[config.mk]
export PLATFORM = sky130hd
export DESIGN_NAME = param_acc_core
export DESIGN_NICKNAME = d
export VERILOG_FILES = /design/src/rtl/param_acc_core.sv
export SDC_FILE = /design/constraint.sdc
export NUM_CORES = 1
export LEC_CHECK = 0
export BUFFER_PORTS_ARGS = -buffer_cell sky130_fd_sc_hd__buf_2
export CAP_MARGIN = 40
export CORE_MARGIN = 1
export CORE_UTILIZATION = 40
export CTS_CLUSTER_SIZE = 25
export DETAILED_ROUTE_END_ITERATION = 10
export HOLD_SLACK_MARGIN = 0.02
export PLACE_DENSITY = 0.61
export SETUP_SLACK_MARGIN = 0.1
export SLEW_MARGIN = 5
export SYNTH_ARGS = -nofsm -noshare
export SYNTH_HDL_FRONTEND = slang
export SYNTH_SLANG_ARGS = --single-unit
[constraint.sdc]
create_clock -name clock -period 4.3 [get_ports clock]
set_input_delay 0.645 -clock clock [delete_from_list [all_inputs] [get_ports clock]]
set_output_delay 0.645 -clock clock [all_outputs]
set_load 0.01 [all_outputs]
[src/rtl/param_acc_core.sv]
// param_acc_core -- small accumulator processor with a unified program/data
// memory of 2**ADDR_W words, each DATA_W bits wide.
//
// Every instruction takes three steps: FETCH, DECODE and EXEC. An IN
// instruction can add extra EXEC cycles while it waits for in_valid. HALT
// returns the core to IDLE. While the core is in IDLE, the memory can be
// loaded through the prog_* port.
//
// Ports
//   clock      single clock; all state changes on the rising edge
//   reset      asynchronous active-high reset (state, A, PC, IR)
//   start      one-cycle request to run from address 0 (only seen in IDLE)
//   prog_we    memory write enable (only honoured in IDLE)
//   prog_addr  memory write address
//   prog_data  memory write data
//   in_data    operand for IN
//   in_valid   in_data is valid
//   in_ready   high while an IN waits in EXEC
//   out_data   accumulator A
//   Aeq0       A == 0
//   Apos       A != 0 and the sign bit of A is clear
//   ir         opcode field of the instruction register
//   pc         program counter
//   busy       high in every state except IDLE
module param_acc_core #(
  parameter int DATA_W = 8,
  parameter int ADDR_W = 5
) (
  input  logic              clock,
  input  logic              reset,
  input  logic              start,
  input  logic              prog_we,
  input  logic [ADDR_W-1:0] prog_addr,
  input  logic [DATA_W-1:0] prog_data,
  input  logic [DATA_W-1:0] in_data,
  input  logic              in_valid,
  output logic              in_ready,
  output logic [DATA_W-1:0] out_data,
  output logic              Aeq0,
  output logic              Apos,
  output logic [2:0]        ir,
  output logic [ADDR_W-1:0] pc,
  output logic              busy
);

  localparam int DEPTH = 2 ** ADDR_W;
  localparam logic [ADDR_W-1:0] PC_ONE = ADDR_W'(1);

  localparam logic [2:0] OP_LOAD  = 3'b000;
  localparam logic [2:0] OP_STORE = 3'b001;
  localparam logic [2:0] OP_ADD   = 3'b010;
  localparam logic [2:0] OP_SUB   = 3'b011;
  localparam logic [2:0] OP_IN    = 3'b100;
  localparam logic [2:0] OP_JZ    = 3'b101;
  localparam logic [2:0] OP_JPOS  = 3'b110;
  localparam logic [2:0] OP_HALT  = 3'b111;

  typedef enum logic [1:0] {
    S_IDLE   = 2'd0,
    S_FETCH  = 2'd1,
    S_DECODE = 2'd2,
    S_EXEC   = 2'd3
  } state_t;

  state_t              state_q, state_d;
  logic [DATA_W-1:0]   a_q, a_d;
  logic [ADDR_W-1:0]   pc_q, pc_d;
  logic [DATA_W-1:0]   ir_q, ir_d;
  logic [DATA_W-1:0]   mem_q [DEPTH];

  logic [2:0]          opcode_s;
  logic [ADDR_W-1:0]   op_addr_s;
  logic [DATA_W-1:0]   operand_s;
  logic                aeq0_s;
  logic                apos_s;
  logic                mem_we_s;
  logic [ADDR_W-1:0]   mem_waddr_s;
  logic [DATA_W-1:0]   mem_wdata_s;
  logic                in_ready_s;
  logic                busy_s;

  assign opcode_s  = ir_q[DATA_W-1 -: 3];
  assign op_addr_s = ir_q[ADDR_W-1:0];
  assign operand_s = mem_q[op_addr_s];
  assign aeq0_s    = (a_q == {DATA_W{1'b0}});
  assign apos_s    = !aeq0_s && !a_q[DATA_W-1];

  // State register and datapath registers, cleared asynchronously.
  always_ff @(posedge clock or posedge reset) begin
    if (reset) begin
      state_q <= S_IDLE;
      a_q     <= {DATA_W{1'b0}};
      pc_q    <= {ADDR_W{1'b0}};
      ir_q    <= {DATA_W{1'b0}};
    end else begin
      state_q <= state_d;
      a_q     <= a_d;
      pc_q    <= pc_d;
      ir_q    <= ir_d;
    end
  end

  // Memory: synchronous write with no reset. The contents survive reset.
  always_ff @(posedge clock) begin
    if (mem_we_s) begin
      mem_q[mem_waddr_s] <= mem_wdata_s;
    end
  end

  // Next-state logic.
  always_comb begin
    state_d = state_q;
    case (state_q)
      S_IDLE: begin
        if (start) state_d = S_FETCH;
        else       state_d = S_IDLE;
      end
      S_FETCH:  state_d = S_DECODE;
      S_DECODE: state_d = S_EXEC;
      S_EXEC: begin
        case (opcode_s)
          OP_HALT: state_d = S_IDLE;
          OP_IN: begin
            if (in_valid) state_d = S_FETCH;
            else          state_d = S_EXEC;
          end
          default: state_d = S_FETCH;
        endcase
      end
      default: state_d = S_IDLE;
    endcase
  end

  // Output and datapath logic for each state.
  always_comb begin
    a_d         = a_q;
    pc_d        = pc_q;
    ir_d        = ir_q;
    mem_we_s    = 1'b0;
    mem_waddr_s = prog_addr;
    mem_wdata_s = prog_data;
    in_ready_s  = 1'b0;
    busy_s      = 1'b1;
    case (state_q)
      S_IDLE: begin
        busy_s = 1'b0;
        // A program write on the same edge as start still completes.
        mem_we_s = prog_we && !reset;
        if (start) pc_d = {ADDR_W{1'b0}};
        else       pc_d = pc_q;
      end
      S_FETCH: begin
        ir_d = mem_q[pc_q];
        pc_d = pc_q + PC_ONE;   // wraps naturally at 2**ADDR_W
      end
      S_DECODE: begin
        pc_d = pc_q;
      end
      S_EXEC: begin
        case (opcode_s)
          OP_LOAD:  a_d = operand_s;
          OP_STORE: begin
            mem_we_s    = !reset;
            mem_waddr_s = op_addr_s;
            mem_wdata_s = a_q;
          end
          OP_ADD:   a_d = a_q + operand_s;
          OP_SUB:   a_d = a_q - operand_s;
          OP_IN: begin
            in_ready_s = 1'b1;
            if (in_valid) a_d = in_data;
            else          a_d = a_q;
          end
          OP_JZ: begin
            if (aeq0_s) pc_d = op_addr_s;
            else        pc_d = pc_q;
          end
          OP_JPOS: begin
            if (apos_s) pc_d = op_addr_s;
            else        pc_d = pc_q;
          end
          OP_HALT:  a_d = a_q;
          default:  a_d = a_q;
        endcase
      end
      default: busy_s = 1'b0;
    endcase
  end

  assign in_ready = in_ready_s;
  assign busy     = busy_s;
  assign out_data = a_q;
  assign Aeq0     = aeq0_s;
  assign Apos     = apos_s;
  assign ir       = opcode_s;
  assign pc       = pc_q;

endmodule

* Word level (Yosys, flattened, before mapping)
Memory sizes are Yosys's and may differ from the RTL's. A register that Yosys moved wholly into a read port is not among the register bits.
Index checks and enable logic that the tools add are counted.
** Storage, ports and cells
- Bits in registers :: 15
- Bits in writable memories :: 256
- Bits of input ports :: 26
- Output and inout port bits :: 20
- Word-level logic and storage cells :: 56
- Memories :: 1
** Cells by class
- Add/subtract/negate cells :: 3
- Eq/ne operators :: 15
- Mux-type cells :: 22
- Bitwise gates (word level) :: 1
- Reductions and logical operators :: 11
** Memory list
- mem_q :: depth 32, bits a word 8, read ports 2, clocked after Yosys merged registers in 1, write ports 1, RTL line 69 : logic [DATA_W-1:0] mem_q [DEPTH];
** Operators with widths (count)
- $pmux 8 s4 :: 1
- $mux 5 :: 5
- $mux 8 :: 3
- $pmux 5 s3 :: 1
- $eq 3x3->1 const B :: 4
- $pmux 5 s2 :: 1
- $add 8x8->8 :: 1
- $logic_not 8->1 :: 1
- $pmux 2 s4 :: 1
- $sub 8x8->8 :: 1
- $mux 1 :: 7
- $eq 3x2->1 const B :: 2
- $ne 3x3->1 const B :: 2
- $add 5x1->5 const B :: 1
- $reduce_and 5->1 :: 1
- $eq 2x2->1 const B :: 2
- $ne 2x2->1 const B :: 2
- $pmux 2 s2 :: 1
- $reduce_bool 4->1 :: 1
- $eq 3x1->1 const B :: 1
- $logic_not 1->1 :: 3
- $logic_not 3->1 :: 1
- $ne 3x1->1 const B :: 1
- $reduce_and 3->1 :: 1
- 6 further kinds :: 7

* Logic depth before layout (Yosys ltp)
Gate-level depths: netlist of run 1.
- Word-level depth :: 6
- Gate-level depth with buffers :: 21
- Gate-level depth less buffers :: 16

* Worst setup path before layout of run 1
No wires, ideal clock.
- Path kind :: reg-to-reg
- From :: register ir_q[1], read port of mem_q
- To :: register a_q[7] (netlist: out_data[7])
- Library setup time :: 0.131 ns
- Arrival time :: 3.928 ns
- Data required time :: 4.169 ns
- Setup slack :: 0.241 ns
- Cell stages (with the launch flop) :: 19
- Path buffers :: 3
- Clock period less this slack :: 4.059 ns
- Cell sequence :: dfrtp_1 buf_4 buf_12 buf_6 mux4_2 or2_0 nand3_1 nand4_2 inv_1 ha_1 a21oi_1 ha_1 nor2b_1 o21ai_0 a21oi_1 o41ai_1 xnor3_1 and3_1 or3_1
** On the way
- Longest elaborated chain between the ends :: 3
- Elaborated cells between the ends (all ways) :: 4
- Classes of those cells :: add/sub: 2; mux: 1; memory: 1
** RTL lines
- from (decl) :: RTL line 68 : logic [DATA_W-1:0] ir_q, ir_d;
- $mem_v2 32x8 *
- $sub 8x8->8 / $add 8x8->8 (equally long branches) :: RTL line 168, 167
- $pmux 8 s4 * :: RTL line 160 : case (opcode_s)
- to (signal assigned) :: RTL line 92 : a_q <= {DATA_W{1'b0}};
- to (decl) :: RTL line 66 : logic [DATA_W-1:0] a_q, a_d;
Mark *: on every way between the ends. The rest lies on a longest branch, timed or not.
A chain may end at the register's enable or synchronous reset.

* Final worst setup path of run 1
Same ends and word-level chain as after synthesis.

==> impl_metrics.env, run 1 <==
export IMPL_status="finished, final reports clean"
export IMPL_detail_route_antenna_nets=0
export IMPL_routed_wirelength_um=37200
export IMPL_die_y_um=188
export IMPL_grt_max_degree=69
export IMPL_grt_pass1_wl_um=55000
export IMPL_drt_iter0_markers=843
export IMPL_ys_seq_area_share_pct=59.4
export IMPL_path_class="reg2reg"
export IMPL_postCtsHoldBufs=0
export IMPL_avgSynthCellArea_um2=16.8
export IMPL_crit_required_ns=4.73
export IMPL_cts_root_buf="clkbuf_16"
export IMPL_critPathCaptureType="flip-flop"
export IMPL_yosys_area_top_type="edfxtp_1"
export IMPL_final_cells=1416
export IMPL_grt_overflow=0
export IMPL_grt_pass1_vias=8293
export IMPL_synth_flop_cell="edfxtp_1"
export IMPL_n_fill_cell=2844
export IMPL_synth_warning_count=0
export IMPL_tightest_slew_ns=0.918
export IMPL_cts_tree="built"
export IMPL_design_area_mm2=0.0163
export IMPL_final_util_pct=48.1
export IMPL_synth_nets=867
export IMPL_rr_startpoint="ir_q[1]$_DFFE_PP0P_"
export IMPL_cp_start_kind="flip-flop"
export IMPL_finalSetupViolations=0
export IMPL_cellLeakagePower_nw=5.59
export IMPL_power_clock_fraction_pct=23.2
export IMPL_timing_setup_tns_ns=0
export IMPL_min_path_type="in2async"
export IMPL_initial_core_util_pct=41.1
export IMPL_clock_skew_ns=0.0114
export IMPL_fmax_ghz=0.248
export IMPL_yosys_top_cells_area="edfxtp_1, mux4_2, dfrtp_1, mux2i_1, nor2_1"
export IMPL_hold_viol=0
export IMPL_die_w_um=188
export IMPL_syn2layout_area_growth_pct=17.0
export IMPL_drive_gt1_share_pct=36.5
export IMPL_cp_arrival_ns=4.47
export IMPL_core_area_mm2=0.0339
export IMPL_synth_edf_count=256
export IMPL_routabilityCongestion=0.881
export IMPL_r2r_end="out_data[7]$_DFFE_PP0P_"
export IMPL_synth_area_mm2=0.0139
export IMPL_crit_fanout=7
export IMPL_slew_headroom_pct=38.5
export IMPL_synth_seq_cells=279
export IMPL_drcViolationCount=0
export IMPL_ir_worst_vdd_uv=465
export IMPL_synth_top_cell_area_share_pct=55.3
export IMPL_p_int_mw=7.55
export IMPL_fin_nets=984
export IMPL_power_density_mw_per_mm2=721
export IMPL_period_needed_ns=4.04
export IMPL_grt_use_total_pct=21.3
export IMPL_clockBufferDepth=3
export IMPL_antenna_cells=0
export IMPL_clock_latency_ns=0.56
export IMPL_via_per_inst=5.90
export IMPL_seq_area_mm2=0.00828
export IMPL_reg2reg_slack_ns=0.26
export IMPL_slew_violations=0
export IMPL_post_place_cells=1351
export IMPL_multi_input_comb_area_mm2=0.00528
export IMPL_ys_top_cells_by_count="edfxtp_1, mux4_2, nor2_1"
export IMPL_cts_max_level=1
export IMPL_ioPinCount=46
export IMPL_rr_worst_depth=14
export IMPL_cts_buffers=30
export IMPL_synth_most_common_cell="edfxtp_1"
export IMPL_fin_crit_sh_pct=93.9
export IMPL_wl_per_cell_um=26.3
export IMPL_cts_sinks=279
export IMPL_combPwrFrac_pct=48.0
export IMPL_rsz0062_at_grt="false"
export IMPL_num_vias=8360
export IMPL_dp_hpwl_um=25300
export IMPL_async_reset_ff_share_pct=8.24
export IMPL_rows=67
export IMPL_dr_pass1_iters=6
export IMPL_p_sw_mw=4.19
export IMPL_netlist_instances=827
export IMPL_seqPwrFrac_pct=28.8
export IMPL_switching_share_pct=35.7
export IMPL_die_area_mm2=0.0355
export IMPL_cap_viol_max_count=0
export IMPL_synthDistinctLibCells=59
export IMPL_grt_antenna_before_repair=2
export IMPL_path_clk_slew_ns=0.07
export IMPL_place_area_mm2=0.0151
export IMPL_port_buffers=45
## layout by cell type, fill, tap and decap left out, types with 4 or more instances in the layout
master	Yosys	final
bufinv_16	0	5
buf_12	2	6
nand3_1	14	14
nand2b_1	7	7
a31oi_1	4	4
nor3_1	7	7
clkbuf_16	0	31
edfxtp_1	256	256
and3_1	4	4
a21oi_1	19	18
a22oi_1	13	13
mux4_2	132	132
o22ai_1	17	17
xnor2_1	8	8
buf_4	8	90
nor2_1	65	65
clkinv_1	1	4
buf_2	9	45
ha_1	13	13
mux2i_1	36	36
mux2_2	11	11
dfrtp_1	23	18
a221oi_1	4	4
nand2_1	47	47
o21ai_1	5	6
o21ai_0	15	14
nor2b_1	8	8
inv_1	13	13
clkinv_2	0	6
## power groups by stage
stage	sequential (mW)	combinational (mW)	clock, mW
final	3.38	5.63	2.72
after global routing	3.40	6.03	2.86
after CTS	3.42	5.48	2.77
after detailed placement	3.48	5.43	0
after global placement	3.47	5.42	0
after floorplan	3.31	3.91	0
## sequential cells by signal, summed over array words and instances, names as in the netlist
signal    cells
mem_q       256
pc            5
ir_q          8
state_q       2
out_data      8
## critical path: stages (launching register included)
cell and delay [ns]:
dfrtp_4 0.49, buf_4 0.20, mux4_2 0.34, o22ai_1 0.14, or4_1 0.56, ha_1 0.31
a21oi_2 0.14, ha_1 0.24, nor2b_1 0.13, o21ai_1 0.15, a21oi_1 0.11, o41ai_2 0.31
xnor3_1 0.28, and3_1 0.17, or3_1 0.34
## per-layer routing
layer  vias up  part of all wire [%]  track usage [%]
li1       3621                     -                -
met1      4332                    43             30.5
met2       345                    47             33.1
met3        58                   7.4             3.37
met4         4                   2.8             7.38
met5         -                 0.078                0
## logic make-up (layout without fill, tap and decap cells)
family	after synthesis	after routing	share of synthesized area [%]
buffers and inverters	73	214	2.88
and+or+nand+nor	173	173	5.92
AOI/OAI and AO/OA	96	96	4.47
xor gates and xnor gates	11	11	0.792
muxes	181	181	25.2
DFF	279	279	59.4
adders and majority gates	14	14	1.31
## through the flow
stage          power, mW  hold WS [ns]  setup slack, ns
4_1_cts             11.7         0.116            0.112
3_5_place_dp        8.91         0.549          -0.0351
6_report            11.7         0.121            0.263
2_1_floorplan       7.22         0.564            0.241
5_1_grt             12.3         0.147            0.110
3_3_place_gp        8.89         0.547         -0.00887
## area by class of cell
| type | instances | area share [%] |
|---|---|---|
| Tap cell | 448 | 3.44 |
| Multi-Input combinational cell | 475 | 32.4 |
| Clock inverter | 20 | 1.48 |
| Clock buffer | 36 | 5.00 |
| Timing Repair Buffer | 143 | 6.43 |
| Sequential cell | 279 | 50.9 |
| Inverter | 15 | 0.346 |
## timing repair
item | CTS | global route
resized for setup | 3 | 4
pin swaps | 0 | 2
gates cloned | 0 | 0
hold endpoints to repair | 0 | 0
setup endpoints to repair | 1 | 1
setup buffers | 0 | 9
## worst max path at each step
stage,from,endpoint,slack [ns],depth (start not counted)
floorplan,ir_q[1]$_DFFE_PP0P_,out_data[7]$_DFFE_PP0P_,0.24,18
global placement,ir_q[2]$_DFFE_PP0P_,out_data[7]$_DFFE_PP0P_,-0.009,15
detailed placement,ir_q[2]$_DFFE_PP0P_,out_data[7]$_DFFE_PP0P_,-0.04,15
CTS,ir_q[1]$_DFFE_PP0P_,out_data[7]$_DFFE_PP0P_,0.11,13
global route,ir_q[2]$_DFFE_PP0P_,out_data[7]$_DFFE_PP0P_,0.11,16
finish,ir_q[1]$_DFFE_PP0P_,out_data[7]$_DFFE_PP0P_,0.26,14
Power figures use the tool's default switching activity.
==> inputs of run 2 (changes only) <==
- CELL_PAD_IN_SITES_DETAIL_PLACEMENT: not set -> 1
- CELL_PAD_IN_SITES_GLOBAL_PLACEMENT: not set -> 1
- HOLD_SLACK_MARGIN: 0.02 -> not set
- PLACE_DENSITY: 0.61 -> 0.69
==> run 2 against run 1 <==
Net effect: global-route usage is 1.8 points higher; critical path depth is 2 higher; sequential power is 2% higher; power is 2.9% higher; clock-buffer cell count is 3 lower; final cell count is 0.28% higher; register-to-register slack hardly changed; utilization is 0.32 points higher; non-clock buffer count is 4 higher; routed wire length is 9.7% higher; clock power is 3% lower; via count is 3.4% higher.
==> impl_metrics.env, run 2 (synthesis results as in run 1) <==
export IMPL_status="finished, final reports clean"
export IMPL_crit_fanout=4
export IMPL_slew_headroom_pct=37.4
export IMPL_r2r_end="out_data[7]$_DFFE_PP0P_"
export IMPL_drt_iter0_markers=926
export IMPL_detail_route_antenna_nets=0
export IMPL_n_fill_cell=3236
export IMPL_layout_common_cells="edfxtp_1, mux4_2, buf_4"
export IMPL_rr_startpoint="ir_q[1]$_DFFE_PP0P_"
export IMPL_cts_tree="built"
export IMPL_cp_num_buf_inv=3
export IMPL_period_needed_ns=4.05
export IMPL_critical_path_max_stage_delay_ns=0.58
export IMPL_rsz0062_at_grt="false"
export IMPL_path_class="reg2reg"
export IMPL_fin_nets=988
export IMPL_design_area_mm2=0.0164
export IMPL_die_y_um=188
export IMPL_core_area_mm2=0.0339
export IMPL_reg2reg_slack_ns=0.25
export IMPL_fin_crit_sh_pct=94.1
export IMPL_slew_violations=0
export IMPL_rr_worst_depth=16
export IMPL_cellLeakagePower_nw=5.60
export IMPL_dr_pass1_iters=5
export IMPL_final_util_pct=48.4
export IMPL_cts_sinks=279
export IMPL_ir_worst_vdd_uv=358
export IMPL_grt_antenna_before_repair=0
export IMPL_endpoint="out_data[7]$_DFFE_PP0P_"
export IMPL_clock_latency_ns=0.56
export IMPL_crit_required_ns=4.74
export IMPL_grt_max_degree=47
export IMPL_antenna_cells=0
export IMPL_grt_pass1_vias=8822
export IMPL_initial_core_util_pct=41.1
export IMPL_finalSetupViolations=0
export IMPL_grt_use_total_pct=23.1
export IMPL_port_buffers=45
export IMPL_rows=67
export IMPL_hold_viol=0
export IMPL_drcViolationCount=0
export IMPL_wl_per_cell_um=28.7
export IMPL_multi_input_comb_area_mm2=0.00538
export IMPL_num_vias=8647
export IMPL_dp_hpwl_um=27800
export IMPL_min_path_type="in2async"
export IMPL_cpLargestDelayFamily="simple AND/OR/NAND/NOR gates"
export IMPL_cp_start_kind="flip-flop"
export IMPL_critPathCaptureType="flip-flop"
export IMPL_power_density_mw_per_mm2=737
export IMPL_cp_arrival_ns=4.48
export IMPL_seq_area_mm2=0.00828
export IMPL_cp_startpoint="ir_q[1]$_DFFE_PP0P_"
export IMPL_fmax_ghz=0.247
export IMPL_cap_viol_max_count=0
export IMPL_ioPinCount=46
export IMPL_via_per_inst=6.09
export IMPL_critical_path_slowest_cell="or4_4"
export IMPL_syn2layout_area_growth_pct=17.8
export IMPL_die_area_mm2=0.0355
export IMPL_cts_root_buf="clkbuf_16"
export IMPL_routabilityCongestion=0.887
export IMPL_clock_skew_ns=0.00951
export IMPL_die_w_um=188
export IMPL_routed_wirelength_um=40800
export IMPL_path_cells="buf_4 > mux4_2 > o22ai_1 > or4_4 > buf_4 > nor2_1 > a21oi_2 > ha_1 > nor2b_1 > o21ai_1 > a21oi_2 > o41ai_2 > buf_4 > xnor3_1 > and3_1 > or3_1"
export IMPL_layout_commonest_cell="edfxtp_1"
export IMPL_tightest_slew_ns=0.939
export IMPL_cts_max_level=1
export IMPL_grt_pass1_wl_um=59600
export IMPL_regMostFlops="mem_q"
export IMPL_crit_cells=16
export IMPL_path_clk_slew_ns=0.06
export IMPL_largest_reg_flops=256
export IMPL_crit_top_cell="buf_4"
export IMPL_drive_gt1_share_pct=38.5
export IMPL_cts_buffers=30
export IMPL_clockBufferDepth=3
export IMPL_timing_setup_tns_ns=0
export IMPL_place_area_mm2=0.0151
export IMPL_grt_overflow=0
run 2: per-stage QoR:
step / cells / total power, mW / hold slack, ns / worst slack [ns]
after floorplan: 827 / 7.22 / 0.564 / 0.241
after global placement: 1349 / 8.96 / 0.548 / 0.00223
after detailed placement: 1353 / 9.07 / 0.567 / 0.00136
after CTS: 1416 / 11.8 / 0.161 / 0.132
after global routing: 1420 / 12.6 / 0.186 / 0.103
final: 1420 / 12.1 / 0.166 / 0.254
run 2: what timing repair did:
item | in CTS | in global routing
pin swaps | 0 | 9
endpoints found under the setup margin | 1 | 1
buffers inserted | 7 | 4
hold buffers | 0 | 0
gates resized for setup | 6 | 30
run 2: report_power, final:
group	internal, mW	total (mW)	switching (mW)
logic	2.93	6.00	3.07
clock network	1.55	2.64	1.09
registers	3.14	3.44	0.294
total	7.62	12.1	4.45
run 2: area by class of cell:
cell class / count / area share [%]
Sequential cell: 279 / 50.5
Multi-Input combinational cell: 475 / 32.8
Clock buffer: 33 / 4.78
Tap cell: 448 / 3.42
Inverter: 15 / 0.344
Timing Repair Buffer: 147 / 6.76
Clock inverter: 23 / 1.37
run 2: routing by layer:
metal / vias to the layer above / track usage [%] / part of all wire [%]
met3: 60 / 2.81 / 7.0
li1: 3635 / - / -
met4: 0 / 7.01 / 3.2
met1: 4567 / 32.4 / 42
met2: 385 / 37.8 / 48
met5: - / 0 / 0
run 2: how the worst min path moves through the flow:
stage | startpoint | end | slack, ns | cells after the start
floorplan | out_data[4]$_DFFE_PP0P_ | out_data[4]$_DFFE_PP0P_ | 0.56 | 2
global placement | out_data[2]$_DFFE_PP0P_ | out_data[2]$_DFFE_PP0P_ | 0.55 | 2
detailed placement | out_data[2]$_DFFE_PP0P_ | out_data[2]$_DFFE_PP0P_ | 0.57 | 2
CTS | reset | out_data[2]$_DFFE_PP0P_ | 0.16 | 2
global route | reset | out_data[2]$_DFFE_PP0P_ | 0.19 | 2
finish | reset | out_data[2]$_DFFE_PP0P_ | 0.17 | 2
run 2: worst register-to-register path: stages (launching register included):
cell     delay (ns)
dfrtp_4        0.50
buf_4          0.17
mux4_2         0.34
o22ai_1        0.11
or4_4          0.58
buf_4          0.17
nor2_1         0.13
a21oi_2        0.05
ha_1           0.27
nor2b_1        0.13
o21ai_1        0.21
a21oi_2        0.10
o41ai_2        0.29
buf_4          0.16
xnor3_1        0.21
and3_1         0.17
or3_1          0.34
